==> config.mk <==
export PLATFORM = sky130hd
export DESIGN_NAME = add_nbit_pipe
export DESIGN_NICKNAME = d
export VERILOG_FILES = /design/src/rtl/add_nbit_pipe.sv
export SDC_FILE = /design/constraint.sdc
export NUM_CORES = 1
export LEC_CHECK = 0
export ABC_AREA = 0
export ABC_CLOCK_PERIOD_IN_PS = 2900
export BUFFER_PORTS_ARGS = -buffer_cell sky130_fd_sc_hd__buf_2
export CAP_MARGIN = 10
export CORE_UTILIZATION = 55
export CTS_CLUSTER_DIAMETER = 200
export DETAILED_ROUTE_END_ITERATION = 6
export GPL_ROUTABILITY_DRIVEN = 0
export GPL_TIMING_DRIVEN = 0
export PLACE_DENSITY = 0.8
export SYNTH_ARGS = -nofsm -noshare
export SYNTH_HDL_FRONTEND = slang
export SYNTH_SLANG_ARGS = --single-unit
==> constraint.sdc <==
create_clock -name clk -period 2.9 [get_ports clk]
set_clock_uncertainty 0.2 [all_clocks]
set_input_delay 0.435 -clock clk [delete_from_list [all_inputs] [get_ports clk]]
set_output_delay 0.435 -clock clk [all_outputs]
set_load 0.05 [all_outputs]
==> src/rtl/add_nbit_pipe.sv <==
// WIDTH-bit adder with carry-in, carry chain cut into CHUNK-bit stages; sum/cout/ovf out.
// Latency STAGES = ceil(WIDTH/CHUNK) cycles, one operation per cycle.
// Global stall: every stage holds while a result sits unaccepted at the output.
module add_nbit_pipe #(
    parameter int WIDTH  = 8,
    parameter int CHUNK  = 4,
    parameter int SIGNED = 0
) (
    input  logic             clk,
    input  logic             rst,
    input  logic [WIDTH-1:0] a,
    input  logic [WIDTH-1:0] b,
    input  logic             cin,
    input  logic             in_valid,
    output logic             in_ready,
    output logic [WIDTH-1:0] sum,
    output logic             cout,
    output logic             ovf,
    output logic             out_valid,
    input  logic             out_ready
);

    localparam int STAGES = (WIDTH + CHUNK - 1) / CHUNK;

    // Whole pipe advances unless the output holds a result nobody took.
    logic w_adv;

    assign w_adv    = !(out_valid && !out_ready);
    // Reset forces ready so the source never sees a stall during reset.
    assign in_ready = w_adv | rst;

    for (genvar k = 0; k < STAGES; k++) begin : g_stage
        // LO/HI: bit range handled here; R: operand bits still unprocessed on entry.
        localparam int LO = k * CHUNK;
        localparam int HI = (((LO + CHUNK) > WIDTH) ? WIDTH : (LO + CHUNK)) - 1;
        localparam int N  = HI - LO + 1;
        localparam int R  = WIDTH - LO;

        logic         w_vld_in;
        logic         w_c_in;
        logic [R-1:0] w_a_in;
        logic [R-1:0] w_b_in;
        logic [N:0]   w_add;
        logic [HI:0]  w_s_nx;

        logic         r_vld;
        logic         r_c;
        logic [HI:0]  r_s;

        if (k == 0) begin : g_in
            assign w_vld_in = in_valid;
            assign w_c_in   = cin;
            assign w_a_in   = a;
            assign w_b_in   = b;
            assign w_s_nx   = w_add[N-1:0];
        end else begin : g_in
            assign w_vld_in = g_stage[k-1].r_vld;
            assign w_c_in   = g_stage[k-1].r_c;
            assign w_a_in   = g_stage[k-1].g_ops.r_a;
            assign w_b_in   = g_stage[k-1].g_ops.r_b;
            assign w_s_nx   = {w_add[N-1:0], g_stage[k-1].r_s};
        end

        // Operand chunk is always the low N bits of what is still unprocessed.
        assign w_add = {1'b0, w_a_in[N-1:0]} + {1'b0, w_b_in[N-1:0]} + {{N{1'b0}}, w_c_in};

        // Stage valid follows the stall; payload only loads for real operations so
        // the output keeps its reset values until the first result arrives.
        always_ff @(posedge clk) begin
            if (rst) begin
                r_vld <= 1'b0;
                r_c   <= 1'b0;
                r_s   <= '0;
            end else if (w_adv) begin
                r_vld <= w_vld_in;
                if (w_vld_in) begin
                    r_c <= w_add[N];
                    r_s <= w_s_nx;
                end
            end
        end

        if (k < STAGES - 1) begin : g_ops
            logic [R-N-1:0] r_a;
            logic [R-N-1:0] r_b;

            // Carry the untouched upper operand bits forward to later stages.
            always_ff @(posedge clk) begin
                if (rst) begin
                    r_a <= '0;
                    r_b <= '0;
                end else if (w_adv && w_vld_in) begin
                    r_a <= w_a_in[R-1:N];
                    r_b <= w_b_in[R-1:N];
                end
            end
        end else begin : g_ovf
            logic r_ovf;

            // Same-sign operands giving a different-sign sum is equivalent to
            // carry-into-MSB XOR carry-out.
            always_ff @(posedge clk) begin
                if (rst) begin
                    r_ovf <= 1'b0;
                end else if (w_adv && w_vld_in) begin
                    r_ovf <= (SIGNED != 0) && (w_a_in[R-1] == w_b_in[R-1])
                             && (w_s_nx[HI] != w_a_in[R-1]);
                end
            end
        end
    end

    assign out_valid = g_stage[STAGES-1].r_vld;
    assign sum       = g_stage[STAGES-1].r_s;
    assign cout      = g_stage[STAGES-1].r_c;
    assign ovf       = g_stage[STAGES-1].g_ovf.r_ovf;

endmodule

==> results.sh, run 1 <==
export IMPL_status="complete, no violations"
export IMPL_initial_core_util_pct=60.8
export IMPL_post_route_period_util_pct=71.4
export IMPL_dr_pass1_iters=4
export IMPL_port_buffers=31
export IMPL_pre_cts_ws_ps=909
export IMPL_rows=16
export IMPL_core_um2=2020
export IMPL_cp_required_ps=2960
export IMPL_synthCells=143
export IMPL_rsz0062_at_grt="false"
export IMPL_power_leakage_uw=0.000621
export IMPL_final_nets=210
export IMPL_cp_arrival_ps=2130
export IMPL_final_cells=205
export IMPL_clock_sinks=24
export IMPL_wire_per_inst_um=14.8
export IMPL_finalSetupTns_ps=0
export IMPL_grt_pass1_vias=1161
export IMPL_yosys_area_top_type="dfxtp_1"
export IMPL_p_int_uw=485
export IMPL_clk_latency_ps=330
export IMPL_die_y_um=49.3
export IMPL_setup_viol=0
export IMPL_yosys_register_bits=24
export IMPL_min_path_type="primary input to register"
export IMPL_fmax_ghz=0.483
export IMPL_antenna_found_initial=0
export IMPL_comb_power_share_pct=22.1
export IMPL_start_kind="register"
export IMPL_layout_setup_ws_ps=831
export IMPL_dp_cells=201
export IMPL_vias_per_cell=5.89
export IMPL_clock_root_buffer="clkbuf_4"
export IMPL_drtIter0Drc=28
export IMPL_chipWidth_um=49.3
export IMPL_grt_max_degree=14
export IMPL_seq_power_share_pct=51.5
export IMPL_post_cts_buffers=0
export IMPL_drive_gt1_share_pct=23.6
export IMPL_final_min_clock_period_ps=2070
export IMPL_grt_pass1_wl_um=5060
export IMPL_n_antenna_cell=0
export IMPL_max_slew_worst_pin_slew_ps=517
export IMPL_synth_commonest_cells="dfxtp_1, a21oi_1, o21ai_0"
export IMPL_sw_frac_of_total_pct=31.0
export IMPL_slew_violations=0
export IMPL_clockBufferDepth=2
export IMPL_synthesis_area_um2=1230
export IMPL_hold_viol=0
export IMPL_synth_async_reset_ratio_pct=0
export IMPL_grt_usage_pct=27.5
export IMPL_irDropWorstVdd_v=0.000271
export IMPL_avgSynthCellArea_um2=8.59
export IMPL_post_cts_resized=0
export IMPL_yosys_most_used_dff="dfxtp_1"
export IMPL_post_dp_hpwl_um=2190
export IMPL_ant_nets=0
export IMPL_slew_headroom_pct=65.5
export IMPL_synthMostInstantiatedCell="dfxtp_1"
export IMPL_synth_warnings=0
export IMPL_clockPowerShare_pct=26.4
export IMPL_dieArea_um2=2430
export IMPL_fin_area_um2=1450
export IMPL_cts_reportedPaths_clkPinSlew_ps=140
export IMPL_drc=0
export IMPL_synth_cell_types=28
export IMPL_synth_edf_count=0
export IMPL_crit_fanout=2
export IMPL_syn_nets=174
export IMPL_total_power_uw=703
export IMPL_synth_seq_area_share_pct=39.1
export IMPL_grt_overflow_total=0
export IMPL_h_tree_depth=1
export IMPL_cts_buffers=3
export IMPL_via_count=1207
export IMPL_switchingPower_uw=218
export IMPL_end_kind="register"
export IMPL_syn2layout_area_growth_pct=18.3
export IMPL_path_class="register to register"
export IMPL_cap_violations=0
export IMPL_cts_hold_buf=0
export IMPL_synth_area_leaders="dfxtp_1, a21oi_1, o21ai_0"
export IMPL_drt_total_wl_um=3040
export IMPL_pin_count=33
export IMPL_place_area_um2=1420
export IMPL_synth_top_area_share_pct=39.1
export IMPL_pwr_density_cell_nw_per_um2=483
export IMPL_cts_tree="done"
[layout make-up]
| class | instances | area (um^2) |
|---|---|---|
| Clock buffer | 4 | 36.3 |
| Sequential cell | 24 | 480 |
| Timing Repair Buffer | 31 | 155 |
| Inverter | 10 | 37.5 |
| Multi-Input combinational cell | 98 | 651 |
| Buffer | 11 | 60.1 |
| Fill cell | 168 | 568 |
| Tap cell | 27 | 33.8 |
[path summary, 6_finish.rpt]
path         slack, ps                 endpoint      startpoint  cells after the start
max reg2reg        830                     cout  g_stage[0].r_c                      6
min                140  g_stage[0].g_ops.r_a[0]            a[4]                      3
max                830                     cout  g_stage[0].r_c                      6
min reg2reg        280                   sum[6]          sum[6]                      2
[logic make-up (layout without fill, tap and decap cells)]
family          Yosys count  count (layout)  synth area share, %
compound gates           49              49                 22.7
simple gates             36              36                 15.9
flops                    24              24                 39.1
buf+inv                  21              56                 7.94
fa+ha+maj                10              10                 12.6
xor+xnor                  2               2                 1.43
other cells               1               1                0.305
[power groups by stage]
| stage | clock (uW) | sequential, uW | combinational (uW) |
|---|---|---|---|
| floorplan | 0 | 391 | 83.8 |
| global placement | 0 | 368 | 148 |
| detailed placement | 0 | 369 | 154 |
| CTS | 180 | 361 | 154 |
| global route | 194 | 365 | 169 |
| finish | 186 | 362 | 155 |
[routing by layer]
layer | GRT usage, % | wire length, um | vias to the layer above
met5 | 0 | 0 | -
met4 | 14.2 | 88 | 0
met3 | 3.43 | 193 | 12
met2 | 47.5 | 1470 | 53
met1 | 33.1 | 1280 | 572
li1 | - | - | 570
[metrics by stage]
step,hold WS (ps),utilization (%)
4_1_cts,153,71.9
3_5_place_dp,265,70.1
6_report,140,71.9
3_3_place_gp,259,70.1
2_1_floorplan,250,-
5_1_grt,151,71.9
[critical path, stage by stage, from the launching register on]
cell and delay [ps]:
dfxtp_1 340, inv_1 70, fa_1 470, fa_1 420, nor2b_1 160, o21ai_0 120
a211oi_1 210
[registers in the layout, indices dropped and copies added (netlist names)]
register           flops
cout                   1
g_stage.g_ops.r_a      4
g_stage.g_ops.r_b      4
g_stage.r_c            1
g_stage.r_s            4
g_stage.r_vld          1
out_valid              1
sum                    8
[placed cells by master (no fill, tap or decap), types with 2 or more instances in the layout]
cell and instances:
a211oi_1 4, nand2_1 4, nor3_1 2, nor2_1 2, clkbuf_1 5, clkbuf_4 3, xnor2_1 2, nor2b_1 2
buf_4 2, o21ai_0 17, nand2b_1 4, buf_2 33, dfxtp_1 24, nand3_1 16, o221ai_1 2, fa_1 4
ha_1 6, nand4b_1 2, a2111o_1 2, inv_1 10, a21oi_1 23
(Power assumes the default switching activity.)
==> inputs of run 2 (changes only) <==
ABC_CLOCK_PERIOD_IN_PS = 1850   (was 2900)
CORE_UTILIZATION = 46   (was 55)
PLACE_DENSITY = 0.71   (was 0.8)
clock period = 1.85 ns   (was 2.9 ns; I/O delays follow)
==> run 2 against run 1 <==
The flow now finishes with violations (negative hold slack). Sequential share of layout area shrank 1.9 points. Sequential power up 57%. Flip-flop and latch count unchanged. Critical endpoint is now sum[6]. Largest cell class unchanged. Highest routed layer unchanged. Hold slack got worse by 150 ps. Final area increased by 6.5%. Core utilization is 9.9 points lower.
==> results.sh, run 2 (synthesized netlist as in run 1, its figures left out) <==
export IMPL_h_tree_depth=1
export IMPL_rows=18
export IMPL_largest_register_ffs=8
export IMPL_clock_root_buffer="clkbuf_4"
export IMPL_post_dp_hpwl_um=2170
export IMPL_irDropWorstVdd_v=0.000450
export IMPL_end_kind="register"
export IMPL_drc=0
export IMPL_cts_reportedPaths_clkPinSlew_ps=140
export IMPL_fmax_ghz=0.547
export IMPL_hold_viol=2
export IMPL_via_count=1162
export IMPL_ant_nets=0
export IMPL_sw_frac_of_total_pct=28.4
export IMPL_num_fill_cells=233
export IMPL_power_leakage_uw=0.000660
export IMPL_final_cell_mix="buf_2, a21oi_1, dfxtp_1"
export IMPL_layout_commonest_cell="buf_2"
export IMPL_regToRegEndpoint="sum[6]"
export IMPL_cp_required_ps=1930
export IMPL_final_nets=216
export IMPL_violations="negative hold slack"
export IMPL_pre_cts_ws_ps=-92.2
export IMPL_drive_gt1_share_pct=27.7
export IMPL_fin_area_um2=1550
export IMPL_clockPowerShare_pct=32.4
export IMPL_cts_buffers=3
export IMPL_clock_sinks=24
export IMPL_place_area_um2=1420
export IMPL_grt_usage_pct=23.6
export IMPL_cap_violations=0
export IMPL_pin_count=33
export IMPL_initial_core_util_pct=49.1
export IMPL_ff2ff_path_depth=6
export IMPL_slowest_delay_ps=390
export IMPL_antenna_found_initial=0
export IMPL_whs_path_depth=3
export IMPL_syn2layout_area_growth_pct=26.1
export IMPL_post_route_period_util_pct=98.9
export IMPL_chipWidth_um=53.7
export IMPL_comb_power_share_pct=20.9
export IMPL_setup_viol=0
export IMPL_hp_start="b[4]"
export IMPL_start_kind="register"
export IMPL_slew_violations=0
export IMPL_n_antenna_cell=0
export IMPL_cp_cell_sequence="inv_2 -> fa_2 -> fa_2 -> xnor2_1 -> nand3_1 -> a21oi_1"
export IMPL_wire_per_inst_um=14.0
export IMPL_path_class="register to register"
export IMPL_grt_max_degree=15
export IMPL_min_to="g_stage[0].g_ops.r_b[0]"
export IMPL_status="finished with violations"
export IMPL_cp_arrival_ps=1910
export IMPL_finalSetupTns_ps=0
export IMPL_startpoint="g_stage[0].g_ops.r_a[0]"
export IMPL_grt_pass1_wl_um=4920
export IMPL_drtIter0Drc=25
export IMPL_die_y_um=53.7
export IMPL_dr_pass1_iters=4
export IMPL_fin_hold_ws_ps=-11.9
export IMPL_seq_power_share_pct=46.7
export IMPL_vias_per_cell=5.43
export IMPL_core_um2=2500
export IMPL_switchingPower_uw=345
export IMPL_cpMaxStageDelayCell="fa_2"
export IMPL_p_int_uw=870
export IMPL_port_buffers=31
export IMPL_grt_overflow_total=0
export IMPL_pwr_density_cell_nw_per_um2=784
export IMPL_crit_fanout=2
export IMPL_r2r_slack_ps=20
export IMPL_reg2reg_from="g_stage[0].g_ops.r_a[0]"
export IMPL_drt_total_wl_um=3010
export IMPL_layout_setup_ws_ps=20.3
export IMPL_final_min_clock_period_ps=1830
export IMPL_rsz0062_at_grt="true"
export IMPL_cpMostUsedCell="fa_2"
export IMPL_dieArea_um2=2880
export IMPL_cts_tree="done"
export IMPL_min_path_type="primary input to register"
export IMPL_clk_latency_ps=330
export IMPL_clockBufferDepth=2
export IMPL_grt_pass1_vias=1176
[run 2: cell types whose count changed in the layout (fill, tap and decap cells not counted), sizes merged]
cell and change:
buf +2, dlygate4sd3 +4, bufinv +1, clkbuf -1
[run 2: worst max-delay path, delay by kind of cell (launching register included)]
family / cells / cell delay (ps)
AND/OR/NAND/NOR: 1 / 110
flip-flops: 1 / 360
adder cells (fa/ha/maj): 2 / 750
XOR/XNOR: 1 / 150
AO/OA/AOI/OAI: 1 / 170
buffers and inverters: 1 / 40
[run 2: metal layers]
layer  wire (um)  track usage [%]
met5           0                0
met4          44             10.5
met3          94             3.67
met2        1500             41.2
met1        1360             28.0
[run 2: power by group through the flow]
stage / combinational [uW] / sequential [uW] / clock, uW
6_report: 254 / 567 / 393
5_1_grt: 280 / 571 / 412
4_1_cts: 249 / 567 / 392
3_5_place_dp: 239 / 578 / 0
3_3_place_gp: 233 / 577 / 0
2_1_floorplan: 131 / 614 / 0
[run 2: timing repair]
item | 4_1_cts | 5_1_grt
setup buffers | 0 | 2
setup endpoints to repair | 3 | 3
pin swaps | 2 | 1
hold endpoints to repair | 4 | 0
hold buffers | 4 | 0
gates resized for setup | 7 | 3
[run 2: cell type report]
cell class	count	area [um^2]	share of cell area [%]
timing repair buffer	37	213	13.7
clock inverter	1	30.0	1.94
clock buffer	3	22.5	1.45
tap	30	37.5	2.42
multi-input combinational	98	662	42.7
sequential	24	483	31.2
buffer	11	63.8	4.12
inverter	10	37.5	2.42
[run 2: worst max path at each step]
stage / to / cells after the start
finish: sum[6] / 6
detailed placement: sum[6] / 6
floorplan: in_ready / 3
global placement: cout / 6
global route: cout / 6
CTS: cout / 6
[run 2: metrics by stage]
| step | instances | hold WS, ps | utilization [%] | total power (uW) |
|---|---|---|---|---|
| finish | 214 | -11.9 | 62.0 | 1210 |
| global route | 214 | 7.21 | 62.0 | 1260 |
| CTS | 212 | 1.83 | 61.0 | 1210 |
| detailed placement | 204 | 266 | 56.9 | 817 |
| global placement | 204 | 260 | 56.9 | 809 |
| floorplan | 143 | 225 | - | 745 |
==> inputs of run 3 (changes only) <==
GPL_TIMING_DRIVEN = default   (was 0)
==> run 3 against run 2 <==
The run now ends clean. Global-route usage decreased by 2.1 points. Hold slack improved by 15 ps. Combinational power about the same. Sequential share of layout area increased by 0.75 points. Core utilization decreased by 1.5 points. Flip-flop and latch count unchanged.
==> results.sh, run 3 (synthesized netlist as in run 1, its figures left out) <==
export IMPL_dp_cells=200
export IMPL_layout_commonest_cell="buf_2"
export IMPL_grt_overflow_total=0
export IMPL_regArea_um2=483
export IMPL_post_route_period_util_pct=97.2
export IMPL_dr_pass1_iters=4
export IMPL_power_leakage_uw=0.000652
export IMPL_grt_usage_pct=21.5
export IMPL_wl_met2_um=1310
export IMPL_rows=18
export IMPL_hold_viol=0
export IMPL_initial_core_util_pct=49.1
export IMPL_port_buffers=31
export IMPL_reg2reg_from="g_stage[0].r_c"
export IMPL_drc=0
export IMPL_n_antenna_cell=0
export IMPL_pre_cts_ws_ps=-18.3
export IMPL_h_tree_depth=1
export IMPL_layout_setup_ws_ps=51.0
export IMPL_min_to="g_stage[0].g_ops.r_b[3]"
export IMPL_end_kind="register"
export IMPL_pwr_density_cell_nw_per_um2=726
export IMPL_hp_start="b[7]"
export IMPL_ff2ff_path_depth=6
export IMPL_clockBufferDepth=2
export IMPL_fin_hold_ws_ps=2.69
export IMPL_drt_met1_wl_um=1230
export IMPL_slew_violations=0
export IMPL_grt_max_degree=20
export IMPL_via_count=1166
export IMPL_setup_viol=0
export IMPL_num_fill_cells=237
export IMPL_drtIter0Drc=15
export IMPL_dieArea_um2=2880
export IMPL_final_cell_mix="buf_2, a21oi_1, dfxtp_1"
export IMPL_cts_tree="done"
export IMPL_multi_input_area_um2=663
export IMPL_path_class="register to register"
export IMPL_grt_pass1_wl_um=4480
export IMPL_regToRegEndpoint="cout"
export IMPL_grt_pass1_vias=1103
export IMPL_final_nets=211
export IMPL_chipWidth_um=53.7
export IMPL_start_kind="register"
export IMPL_cp_required_ps=1900
export IMPL_drt_total_wl_um=2680
export IMPL_wire_per_inst_um=12.8
export IMPL_syn2layout_area_growth_pct=23.1
export IMPL_cp_arrival_ps=1850
export IMPL_die_y_um=53.7
export IMPL_top_layer="met4"
export IMPL_antenna_found_initial=0
export IMPL_pin_count=33
export IMPL_largest_register_ffs=8
export IMPL_final_cells=209
export IMPL_drive_gt1_share_pct=27.9
export IMPL_final_min_clock_period_ps=1800
export IMPL_dr_wl_met3_um=91
export IMPL_rsz0062_at_grt="true"
export IMPL_ant_nets=0
export IMPL_fmax_ghz=0.556
export IMPL_post_dp_hpwl_um=1960
export IMPL_clock_sinks=24
export IMPL_clock_root_buffer="clkbuf_4"
export IMPL_cts_reportedPaths_clkPinSlew_ps=130
export IMPL_clk_latency_ps=320
export IMPL_core_um2=2500
export IMPL_crit_fanout=2
export IMPL_vias_per_cell=5.58
export IMPL_cap_violations=0
export IMPL_irDropWorstVdd_v=0.000417
export IMPL_min_path_type="primary input to register"
export IMPL_status="complete, no violations"
export IMPL_r2r_slack_ps=50
export IMPL_whs_path_depth=3
export IMPL_cts_buffers=3
run 3: cell count changes in the layout (fill, tap and decap cells not counted), sizes merged:
cell    previous run  this run
buf               38        39
clkbuf             9         4
bufinv             1         0
run 3: per-layer routing:
layer | track usage (%) | vias up
met5 | 0 | -
met4 | 12.3 | 0
met3 | 2.54 | 6
met2 | 37.0 | 25
met1 | 25.4 | 558
li1 | - | 577
run 3: critical path, cell delays in order (launching register included):
cell      delay (ps)
dfxtp_2          350
inv_2             40
fa_2             390
fa_2             380
nor2b_1          130
o21ai_1           70
a211oi_1         180
run 3: area by class of cell:
class / instances / share of cell area, %
well taps: 30 / 2.48
clock buffers: 4 / 2.40
flip-flops and latches: 24 / 31.9
repair buffers: 43 / 16.9
inverters: 10 / 2.48
multi-input cells: 98 / 43.8
run 3: power by group:
| part | total (uW) | leakage [uW] | internal [uW] | switching (uW) |
|---|---|---|---|---|
| sequential | 567 | 0.000198 | 551 | 16.0 |
| clock | 280 | 0.0000210 | 120 | 160 |
| combinational | 251 | 0.000433 | 100 | 150 |
run 3: what timing repair did:
action	in CTS	in global routing
cloned	0	0
pin swaps	0	3
resized for setup	2	5
endpoints found under the setup margin	2	2
hold buffers	4	0
buffers inserted	0	1
endpoints found under the hold margin	4	0
run 3: through the flow:
step / TNS, ps / utilization, % / cell area [um^2] / power, uW
global placement: 0 / 56.6 / 1410 / 808
detailed placement: -18.3 / 56.6 / 1410 / 814
finish: 0 / 60.5 / 1510 / 1100
global route: -69.9 / 60.5 / 1510 / 1160
floorplan: 0 / - / 1230 / 745
CTS: 0 / 59.8 / 1500 / 1100
run 3: worst max-delay path by stage:
stage / startpoint / to / slack, ps / depth (start not counted)
after global routing: g_stage[0].r_c / cout / -60 / 6
after floorplan: out_valid / in_ready / 40 / 3
final: g_stage[0].r_c / cout / 50 / 6
after global placement: g_stage[0].r_c / cout / 0.3 / 6
after CTS: g_stage[0].r_c / cout / 60 / 6
after detailed placement: g_stage[0].r_c / cout / -20 / 6
